## src/rtl/vga_if.sv

```systemverilog
// vga_if: VGA timing stream bundle (counters, syncs, blanks, colour).
// master drives the stream, slave consumes it.
interface vga_if;
  logic [10:0] vcount;
  logic [10:0] hcount;
  logic        vsync;
  logic        hsync;
  logic        vblnk;
  logic        hblnk;
  logic [11:0] rgb;

  modport master (
    output vcount, hcount, vsync, hsync,
    output vblnk, hblnk, rgb
  );

  modport slave (
    input vcount, hcount, vsync, hsync,
    input vblnk, hblnk, rgb
  );
endinterface

```

## src/rtl/draw_sprite_layers.sv

```systemverilog
// draw_sprite_layers: N-layer colour-keyed sprite overlay, 2 clk latency.
// Build option SPRITE_COLLISION_EN adds a per-frame overlap flag.
module draw_sprite_layers #(
  parameter int          N_LAYERS = 4,
  parameter int          SPR_W    = 64,
  parameter int          SPR_H    = 64,
  parameter logic [11:0] KEY_RGB  = 12'h0F0,
  localparam int         AW = $clog2(SPR_W*SPR_H)
) (
  input  logic                         clk,
  input  logic                         rst_n,
  vga_if.slave                         vga_in,
  vga_if.master                        vga_out,
  input  logic [N_LAYERS-1:0]          layer_en,
  input  logic [N_LAYERS-1:0][11:0]    xpos,
  input  logic [N_LAYERS-1:0][11:0]    ypos,
  output logic [N_LAYERS-1:0][AW-1:0]  rom_addr,
  input  logic [N_LAYERS-1:0][11:0]    rom_pixel,
  output logic                         collision
);

  localparam int WB = $clog2(SPR_W);
  localparam int HB = $clog2(SPR_H);
  localparam logic [12:0] XSPAN = 13'(SPR_W - 1);
  localparam logic [12:0] YSPAN = 13'(SPR_H - 1);

  typedef struct packed {
    logic [10:0] vc;
    logic [10:0] hc;
    logic        vs;
    logic        hs;
    logic        vb;
    logic        hb;
    logic [11:0] rgb;
  } tim_t;

  logic                        vb_q;
  logic                        cap;
  logic [N_LAYERS-1:0]         en_q;
  logic [N_LAYERS-1:0][11:0]   x_q;
  logic [N_LAYERS-1:0][11:0]   y_q;

  logic [12:0]                 hc13;
  logic [12:0]                 vc13;
  logic                        act;
  logic [N_LAYERS-1:0]         hit_d;
  logic [N_LAYERS-1:0][AW-1:0] addr_d;
  tim_t                        tin;

  logic [N_LAYERS-1:0][AW-1:0] addr_q;
  logic [N_LAYERS-1:0]         hit1_q;
  logic [N_LAYERS-1:0]         hit2_q;
  tim_t                        t1_q;
  tim_t                        t2_q;

  logic [N_LAYERS-1:0]         opq;
  logic [11:0]                 rgb_mix;

  // First vblank cycle of a frame is the only point new positions land.
  assign cap = vga_in.vblnk & ~vb_q;

  // Shadow copies of the layer controls, frozen for a whole frame.
  always_ff @(posedge clk or negedge rst_n) begin
    if (!rst_n) begin
      vb_q <= 1'b0;
      en_q <= '0;
      x_q  <= '0;
      y_q  <= '0;
    end else begin
      vb_q <= vga_in.vblnk;
      if (cap) begin
        en_q <= layer_en;
        x_q  <= xpos;
        y_q  <= ypos;
      end
    end
  end

  assign hc13 = {2'b00, vga_in.hcount};
  assign vc13 = {2'b00, vga_in.vcount};
  assign act  = ~vga_in.hblnk & ~vga_in.vblnk;

  assign tin = '{
    vc:  vga_in.vcount,
    hc:  vga_in.hcount,
    vs:  vga_in.vsync,
    hs:  vga_in.hsync,
    vb:  vga_in.vblnk,
    hb:  vga_in.hblnk,
    rgb: vga_in.rgb
  };

  // Stage 0: 13-bit window test so x+SPR_W cannot wrap; local address.
  always_comb begin
    hit_d  = '0;
    addr_d = '0;
    for (int l = 0; l < N_LAYERS; l++) begin
      if (en_q[l] && act &&
          hc13 >= {1'b0, x_q[l]} &&
          hc13 <= {1'b0, x_q[l]} + XSPAN &&
          vc13 >= {1'b0, y_q[l]} &&
          vc13 <= {1'b0, y_q[l]} + YSPAN) begin
        hit_d[l]  = 1'b1;
        addr_d[l] = {
          vga_in.vcount[HB-1:0] - y_q[l][HB-1:0],
          vga_in.hcount[WB-1:0] - x_q[l][WB-1:0]
        };
      end
    end
  end

  // Stages 0/1: register address, then line hits/timing up with ROM data.
  always_ff @(posedge clk or negedge rst_n) begin
    if (!rst_n) begin
      addr_q <= '0;
      hit1_q <= '0;
      hit2_q <= '0;
      t1_q   <= '0;
      t2_q   <= '0;
    end else begin
      addr_q <= addr_d;
      hit1_q <= hit_d;
      hit2_q <= hit1_q;
      t1_q   <= tin;
      t2_q   <= t1_q;
    end
  end

  assign rom_addr = addr_q;

  // Stage 2: a layer is opaque when hit and not the colour key.
  always_comb begin
    opq = '0;
    for (int l = 0; l < N_LAYERS; l++) begin
      opq[l] = hit2_q[l] && (rom_pixel[l] != KEY_RGB);
    end
  end

  // Stage 2: lowest-index opaque layer wins, else background.
  always_comb begin
    rgb_mix = t2_q.rgb;
    for (int l = N_LAYERS - 1; l >= 0; l--) begin
      if (opq[l]) rgb_mix = rom_pixel[l];
    end
  end

  assign vga_out.vcount = t2_q.vc;
  assign vga_out.hcount = t2_q.hc;
  assign vga_out.vsync  = t2_q.vs;
  assign vga_out.hsync  = t2_q.hs;
  assign vga_out.vblnk  = t2_q.vb;
  assign vga_out.hblnk  = t2_q.hb;
  assign vga_out.rgb    = rgb_mix;

`ifdef SPRITE_COLLISION_EN
  logic multi;
  logic seen;
  logic flag_q;
  logic col_q;

  // Two or more opaque layers on the same output pixel.
  always_comb begin
    multi = 1'b0;
    seen  = 1'b0;
    for (int l = 0; l < N_LAYERS; l++) begin
      if (opq[l]) begin
        if (seen) multi = 1'b1;
        seen = 1'b1;
      end
    end
  end

  // Sticky flag per frame; published and restarted at each capture.
  always_ff @(posedge clk or negedge rst_n) begin
    if (!rst_n) begin
      flag_q <= 1'b0;
      col_q  <= 1'b0;
    end else if (cap) begin
      col_q  <= flag_q;
      flag_q <= multi;
    end else if (multi) begin
      flag_q <= 1'b1;
    end
  end

  assign collision = col_q;
`else
  assign collision = 1'b0;
`endif

endmodule

```

## src/flat_wrapper.sv

```systemverilog
// flat-port wrapper written by rule: the top's interface ports become plain ports
module draw_sprite_layers_flat 
#(
  parameter int          N_LAYERS = 4,
  parameter int          SPR_W    = 64,
  parameter int          SPR_H    = 64,
  parameter logic [11:0] KEY_RGB  = 12'h0F0,
  localparam int         AW = $clog2(SPR_W*SPR_H)
)
  (clk, rst_n, layer_en, xpos, ypos, rom_addr, rom_pixel, collision, vga_in_vcount, vga_in_hcount, vga_in_vsync, vga_in_hsync, vga_in_vblnk, vga_in_hblnk, vga_in_rgb, vga_out_vcount, vga_out_hcount, vga_out_vsync, vga_out_hsync, vga_out_vblnk, vga_out_hblnk, vga_out_rgb);
  vga_if vga_in_i ();
  vga_if vga_out_i ();
  input  logic clk;
  input  logic rst_n;
  input  logic [N_LAYERS-1:0] layer_en;
  input  logic [N_LAYERS-1:0][11:0] xpos;
  input  logic [N_LAYERS-1:0][11:0] ypos;
  output logic [N_LAYERS-1:0][AW-1:0] rom_addr;
  input  logic [N_LAYERS-1:0][11:0] rom_pixel;
  output logic collision;
  input wire logic [$bits(vga_in_i.vcount)-1:0] vga_in_vcount;
  input wire logic [$bits(vga_in_i.hcount)-1:0] vga_in_hcount;
  input wire logic [$bits(vga_in_i.vsync)-1:0] vga_in_vsync;
  input wire logic [$bits(vga_in_i.hsync)-1:0] vga_in_hsync;
  input wire logic [$bits(vga_in_i.vblnk)-1:0] vga_in_vblnk;
  input wire logic [$bits(vga_in_i.hblnk)-1:0] vga_in_hblnk;
  input wire logic [$bits(vga_in_i.rgb)-1:0] vga_in_rgb;
  output wire logic [$bits(vga_out_i.vcount)-1:0] vga_out_vcount;
  output wire logic [$bits(vga_out_i.hcount)-1:0] vga_out_hcount;
  output wire logic [$bits(vga_out_i.vsync)-1:0] vga_out_vsync;
  output wire logic [$bits(vga_out_i.hsync)-1:0] vga_out_hsync;
  output wire logic [$bits(vga_out_i.vblnk)-1:0] vga_out_vblnk;
  output wire logic [$bits(vga_out_i.hblnk)-1:0] vga_out_hblnk;
  output wire logic [$bits(vga_out_i.rgb)-1:0] vga_out_rgb;
  assign vga_in_i.vcount = vga_in_vcount;
  assign vga_in_i.hcount = vga_in_hcount;
  assign vga_in_i.vsync = vga_in_vsync;
  assign vga_in_i.hsync = vga_in_hsync;
  assign vga_in_i.vblnk = vga_in_vblnk;
  assign vga_in_i.hblnk = vga_in_hblnk;
  assign vga_in_i.rgb = vga_in_rgb;
  assign vga_out_vcount = vga_out_i.vcount;
  assign vga_out_hcount = vga_out_i.hcount;
  assign vga_out_vsync = vga_out_i.vsync;
  assign vga_out_hsync = vga_out_i.hsync;
  assign vga_out_vblnk = vga_out_i.vblnk;
  assign vga_out_hblnk = vga_out_i.hblnk;
  assign vga_out_rgb = vga_out_i.rgb;
  draw_sprite_layers #(.N_LAYERS(N_LAYERS), .SPR_W(SPR_W), .SPR_H(SPR_H), .KEY_RGB(KEY_RGB)) u_core (.clk(clk), .rst_n(rst_n), .vga_in(vga_in_i), .vga_out(vga_out_i), .layer_en(layer_en), .xpos(xpos), .ypos(ypos), .rom_addr(rom_addr), .rom_pixel(rom_pixel), .collision(collision));
endmodule
```

## config.mk

```make
export PLATFORM = sky130hd
export DESIGN_NAME = draw_sprite_layers_flat
export DESIGN_NICKNAME = d
export VERILOG_FILES = /design/src/rtl/vga_if.sv /design/src/rtl/draw_sprite_layers.sv /design/src/flat_wrapper.sv
export SDC_FILE = /design/constraint.sdc
export NUM_CORES = 1
export LEC_CHECK = 0
export BUFFER_PORTS_ARGS = -buffer_cell sky130_fd_sc_hd__buf_2
export CELL_PAD_IN_SITES_DETAIL_PLACEMENT = 1
export CELL_PAD_IN_SITES_GLOBAL_PLACEMENT = 2
export CORE_MARGIN = 2
export CORE_UTILIZATION = 35
export DETAILED_ROUTE_END_ITERATION = 16
export GPL_TIMING_DRIVEN = 0
export PLACE_DENSITY_LB_ADDON = 0.1
export SLEW_MARGIN = 20
export SYNTH_ARGS = -nofsm -noshare
export SYNTH_HDL_FRONTEND = slang
export SYNTH_SLANG_ARGS = --single-unit
```

## constraint.sdc

```tcl
create_clock -name clk -period 4.1 [get_ports clk]
set_input_delay 0.41 -clock clk [delete_from_list [all_inputs] [get_ports clk]]
set_output_delay 0.41 -clock clk [all_outputs]
set_load 0.03 [all_outputs]
```

* Yosys cells after proc, flatten, opt, wreduce, memory -nomap -nowiden
Index checks and enable logic that the tools add are counted.
** Storage, ports and cells
- Register bits after elaboration :: 232
- Input bits :: 188
- Output and inout bits :: 87
- Logic and storage cells :: 106
** Operators by class
- $lt $le $gt $ge :: 16
- Bitwise operators :: 5
- Reduce and logical (&&, ||, !) cells :: 24
- $add $sub $neg :: 16
- Muxes and demuxes :: 12
- Equality and inequality tests :: 4
** Operators by type and width (number)
- adder 12 x 6 -> 13 bit, second input constant :: 8
- less-or-equal comparator 11 x 13 -> 1 bit :: 8
- greater-or-equal comparator 11 x 12 -> 1 bit :: 8
- 2-to-1 mux 12 bit :: 8
- inequality test 12 x 8 -> 1 bit, second input constant :: 4
- subtractor 6 bit :: 8
- logical AND 1 bit :: 24
- 2-to-1 mux 1 bit :: 4
- inverter 1 bit :: 3
- AND 1 bit :: 2

* Depth between registers and ports, before layout
- Depth after elaboration :: 8
- Gate-level depth with buffers :: 14
- Depth with buffers taken out :: 13

* Least setup slack after synthesis
OpenSTA, ideal clock, no wires.
- Path type :: register to register
- Start :: register u_core.y_q[38] (netlist bit)
- End :: register u_core.addr_q (netlist bit u_core.rom_addr[41])
- Period minus slack after synthesis :: 2.873 ns
- Arrival :: 2.806 ns
- Required time :: 4.034 ns
- Cell stages (with the launch flop) :: 14
- Path buffers :: 1
- Setup slack :: 1.227 ns
- Library setup time :: 0.066 ns
- Path through :: dfrtp_1 nor4_4 nand2_2 nand3_1 xnor2_1 ha_1 a211oi_1 o211ai_1 nor4_1 a221oi_2 a22o_1 a211oi_2 buf_6 o311a_1
** RTL lines
- start: declaration :: line draw_sprite_layers.sv:41 : logic [N_LAYERS-1:0][11:0] y_q;
- start signal: assignment :: line draw_sprite_layers.sv:74 : y_q <= ypos;
- end signal: assignment :: line draw_sprite_layers.sv:121 : addr_q <= addr_d;
- end: declaration :: line draw_sprite_layers.sv:50 : logic [N_LAYERS-1:0][AW-1:0] addr_q;

==> impl_metrics.py <==
metrics = {
    "drt": {
        "drc": 0,
        "dr.first_iter.drc_count": 611,
        "detail_route.wirelength_um": 47200,
        "drt-pass1-iter-count": 6,
        "antenna_left": 0,
        "routedWlPerCell_um": 20.5,
        "vias": 11900,
        "avgViaCountPerCell": 5.14,
    },
    "power": {
        "power.leakage_nw": 8.46,
        "p_sw_mw": 2.38,
        "power.share.clock": 0.383,
        "powerDensity_nw_per_um2": 429,
        "sw_frac_of_total": 0.317,
        "pwr-share-seq": 0.345,
        "p_int_mw": 5.15,
        "ir_drop_mv": 0.315,
        "p_comb_frac": 0.272,
    },
    "global_route": {
        "grt_pass1_wl_um": 72400,
        "grt_util_all_layers": 0.225,
        "overflow": 0,
        "first_global_vias": 12500,
        "grt_max_degree": 96,
        "antenna_found_initial": 2,
    },
    "worst_setup_path": {
        "crit_type": "flip-flop to flip-flop",
        "crit_arrival_ns": 4.05,
        "worst_setup_path_end_kind": "flip-flop",
        "cp_top_family": "compound AO/OA/AOI/OAI gates",
        "crit_path_top_delay_cell": "clkbuf_1",
        "rr_worst_depth": 13,
        "startpoint_type": "flip-flop",
        "required_ns": 4.59,
        "cp.depth": 13,
        "critPathMaxFanout": 10,
        "critPathMaxStageDelay_ns": 0.56,
        "cp_cell_sequence": "inv_1 -> ha_1 -> nor2b_1 -> a21oi_1 -> nand2b_1 -> ha_1 -> a21o_1 -> a21oi_1 -> o21ai_0 -> a221o_1 -> o2111ai_1 -> clkbuf_1 -> and4_1",
        "critPathBufInv": 2,
    },
    "clock_tree": {
        "cts_tree": "done",
        "postCtsSetupRepairBufs": 0,
        "clockRootBuffer": "clkbuf_16",
        "cts-resized-gates": 0,
        "clkLatencyLatePin_ns": 0.56,
        "tritoncts.num_buffers": 29,
        "hold_buffers": 17,
        "clock_path_buffers": 3,
        "clk_pin_slew_ns": 0.06,
        "clock_sinks": 232,
        "h-tree-depth": 1,
    },
    "floorplanning": {
        "die-area_um2": 42200,
        "die_h_um": 205,
        "rows": 73,
        "die_x_um": 205,
        "core_um2": 39900,
        "pin_count": 275,
        "start_util": 0.356,
    },
    "timing": {
        "slew_headroom": 0.408,
        "final_hold_viol_count": 0,
        "whs_ns": 0.0352,
        "fin_ws_ns": 0.545,
        "finalCriticalPeriod_ns": 3.56,
        "fmax_mhz": 281,
        "final.setup_skew_ns": 0.0142,
        "tightest_slew_ns": 0.888,
        "finalMaxSlewViolations": 0,
        "fin_tns_setup_ns": 0,
        "rsz0062_at_grt": "false",
        "finalCritPeriodShare": 0.867,
        "setup_viol": 0,
    },
    "final_layout": {
        "synthToLayoutAreaGrowth_pct": 23.7,
        "final_cells": 2306,
        "nNetsFinal": 2140,
        "layout_commonest_cell": "buf_2",
        "drive_gt1_frac": 0.220,
        "stdcell_area_um2": 17600,
        "final_cell_mix": "buf_2, dfrtp_1, ha_1",
        "diodes": 0,
    },
    "synth": {
        "syn-instance-count": 1436,
        "synth_seq_area_share": 0.409,
        "avgSynthCellArea_um2": 9.88,
        "ys_warn_count": 0,
        "yosys_most_used_dff": "dfrtp_1",
        "synth_edf_count": 0,
        "ys_types": 71,
        "synthesis.area_um2": 14200,
        "ys_seq_elements": 232,
        "syn_nets": 1816,
        "async_flop_share": 1.00,
    },
    "run_status": {
        "status": "finished clean",
    },
    "place": {
        "dp_hpwl_um": 36900,
        "post_dp_cell_area_um2": 16300,
        "io_buffer_count": 273,
        "place.gp.congestion": 0.863,
        "place_inst": 2237,
        "dp_slack_ns": 0.628,
    },
    "worst_hold_path": {
        "hold_depth": 1,
        "hold_path.class": "input port to flip-flop",
    },
    "run": {
        "maxCapViolations": 0,
    },
}
-- power by group through the flow --
stage               combinational [mW]  sequential, mW  clock, mW
floorplan                         1.37            2.60          0
global placement                  1.98            2.63          0
detailed placement                2.04            2.63          0
CTS                               2.07            2.60       2.97
global route                      2.33            2.62       3.06
finish                            2.05            2.60       2.89
-- path summary, 6_finish.rpt --
path / from / endpoint / slack, ns
max in group asynchronous: rst_n / u_core.x_q[15] / 2.87
hold reg to reg: u_core.t1_q[8] / u_core.t2_q[8] / 0.34
hold / removal: vga_in_hblnk / u_core.t1_q[12] / 0.04
min in group asynchronous: rst_n / u_core.t2_q[3] / 0.21
setup reg to reg: u_core.x_q[25] / u_core.rom_addr[29] / 0.54
setup / recovery: u_core.x_q[25] / u_core.rom_addr[29] / 0.54
-- cell families (layout without fill, tap and decap cells) --
kind of cell,Yosys count,in the layout,synth area share
muxes,20,20,0.0152
xor gates and xnor gates,96,96,0.0592
DFF,232,232,0.409
AOI/OAI and AO/OA,326,326,0.142
and+or+nand+nor,398,398,0.148
buffers and inverters,171,516,0.0534
other,1,1,0.000264
adders and majority gates,192,192,0.173
-- worst reg2reg max path, delay by kind of cell, from the launching register on --
kind | cells | cell delay [ns]
DFF | 1 | 0.38
buffers and inverters | 2 | 0.71
adders and majority gates | 2 | 0.50
and+or+nand+nor | 3 | 0.77
AOI/OAI and AO/OA | 6 | 1.13
-- metal layers --
metal,up-vias,track usage,share of wire
met5,-,0,0.00053
met4,4,0.0506,0.020
met3,57,0.0314,0.046
met2,244,0.378,0.47
met1,5828,0.308,0.47
li1,5720,-,-
-- synthesized netlist by cell type, types with 5 or more instances --
cell type  count  share of area
nand4_1       23          0.010
nor4_1         6         0.0026
a21o_1        32          0.017
nand2_1      154          0.041
xnor2_1       83          0.051
ha_1         184           0.16
mux2i_1        8         0.0056
fa_1           8          0.011
nor2b_1       14         0.0062
o21a_1        12         0.0063
nor3_1        24         0.0085
buf_4         24          0.013
clkbuf_1      29         0.0077
mux2_2        12         0.0095
nand3_1       45          0.016
dfrtp_1      232           0.41
nand2b_1       9         0.0040
or3_1          6         0.0026
o21ai_0      119          0.042
and4_1        14         0.0086
nor2_1        47          0.012
nor4_2        10         0.0088
o21ai_1        6         0.0021
inv_1        111          0.029
xor2_1        13         0.0080
and2_1         6         0.0026
a211oi_1       7         0.0037
and3_1         8         0.0035
nor4b_1        8         0.0049
a21oi_1       75          0.026
a2111oi_0      7         0.0043
a31oi_1       11         0.0048
o211ai_1       9         0.0048
a41oi_1        5         0.0031
-- layout make-up --
class                      instances  area (um^2)
clock buffer                      32          757
timing repair buffer             293         1630
multi-input combinational       1033         7630
buffer                            59          338
sequential                       232         5810
fill                            4586        22400
clock inverter                    20          325
tap                              525          657
inverter                         112          420
-- sequential cells by signal, summed over array words and instances (netlist names) --
signal / count
u_core.x_q: 48
u_core.en_q: 4
u_core.vga_out.vsync: 1
u_core.t1_q: 37
u_core.vb_q: 1
u_core.y_q: 48
u_core.hit2_q: 4
u_core.vga_out.vblnk: 1
u_core.vga_out.hblnk: 1
u_core.vga_out.hsync: 1
u_core.rom_addr: 48
u_core.t2_q: 12
u_core.vga_out.vcount: 11
u_core.hit1_q: 4
u_core.vga_out.hcount: 11
-- through the flow --
step,power [mW],utilization
5_1_grt,8.01,0.440
2_1_floorplan,3.97,-
3_5_place_dp,4.67,0.409
3_3_place_gp,4.61,0.406
6_report,7.53,0.440
4_1_cts,7.63,0.440
No activity file was read; power rests on OpenSTA's default activity.
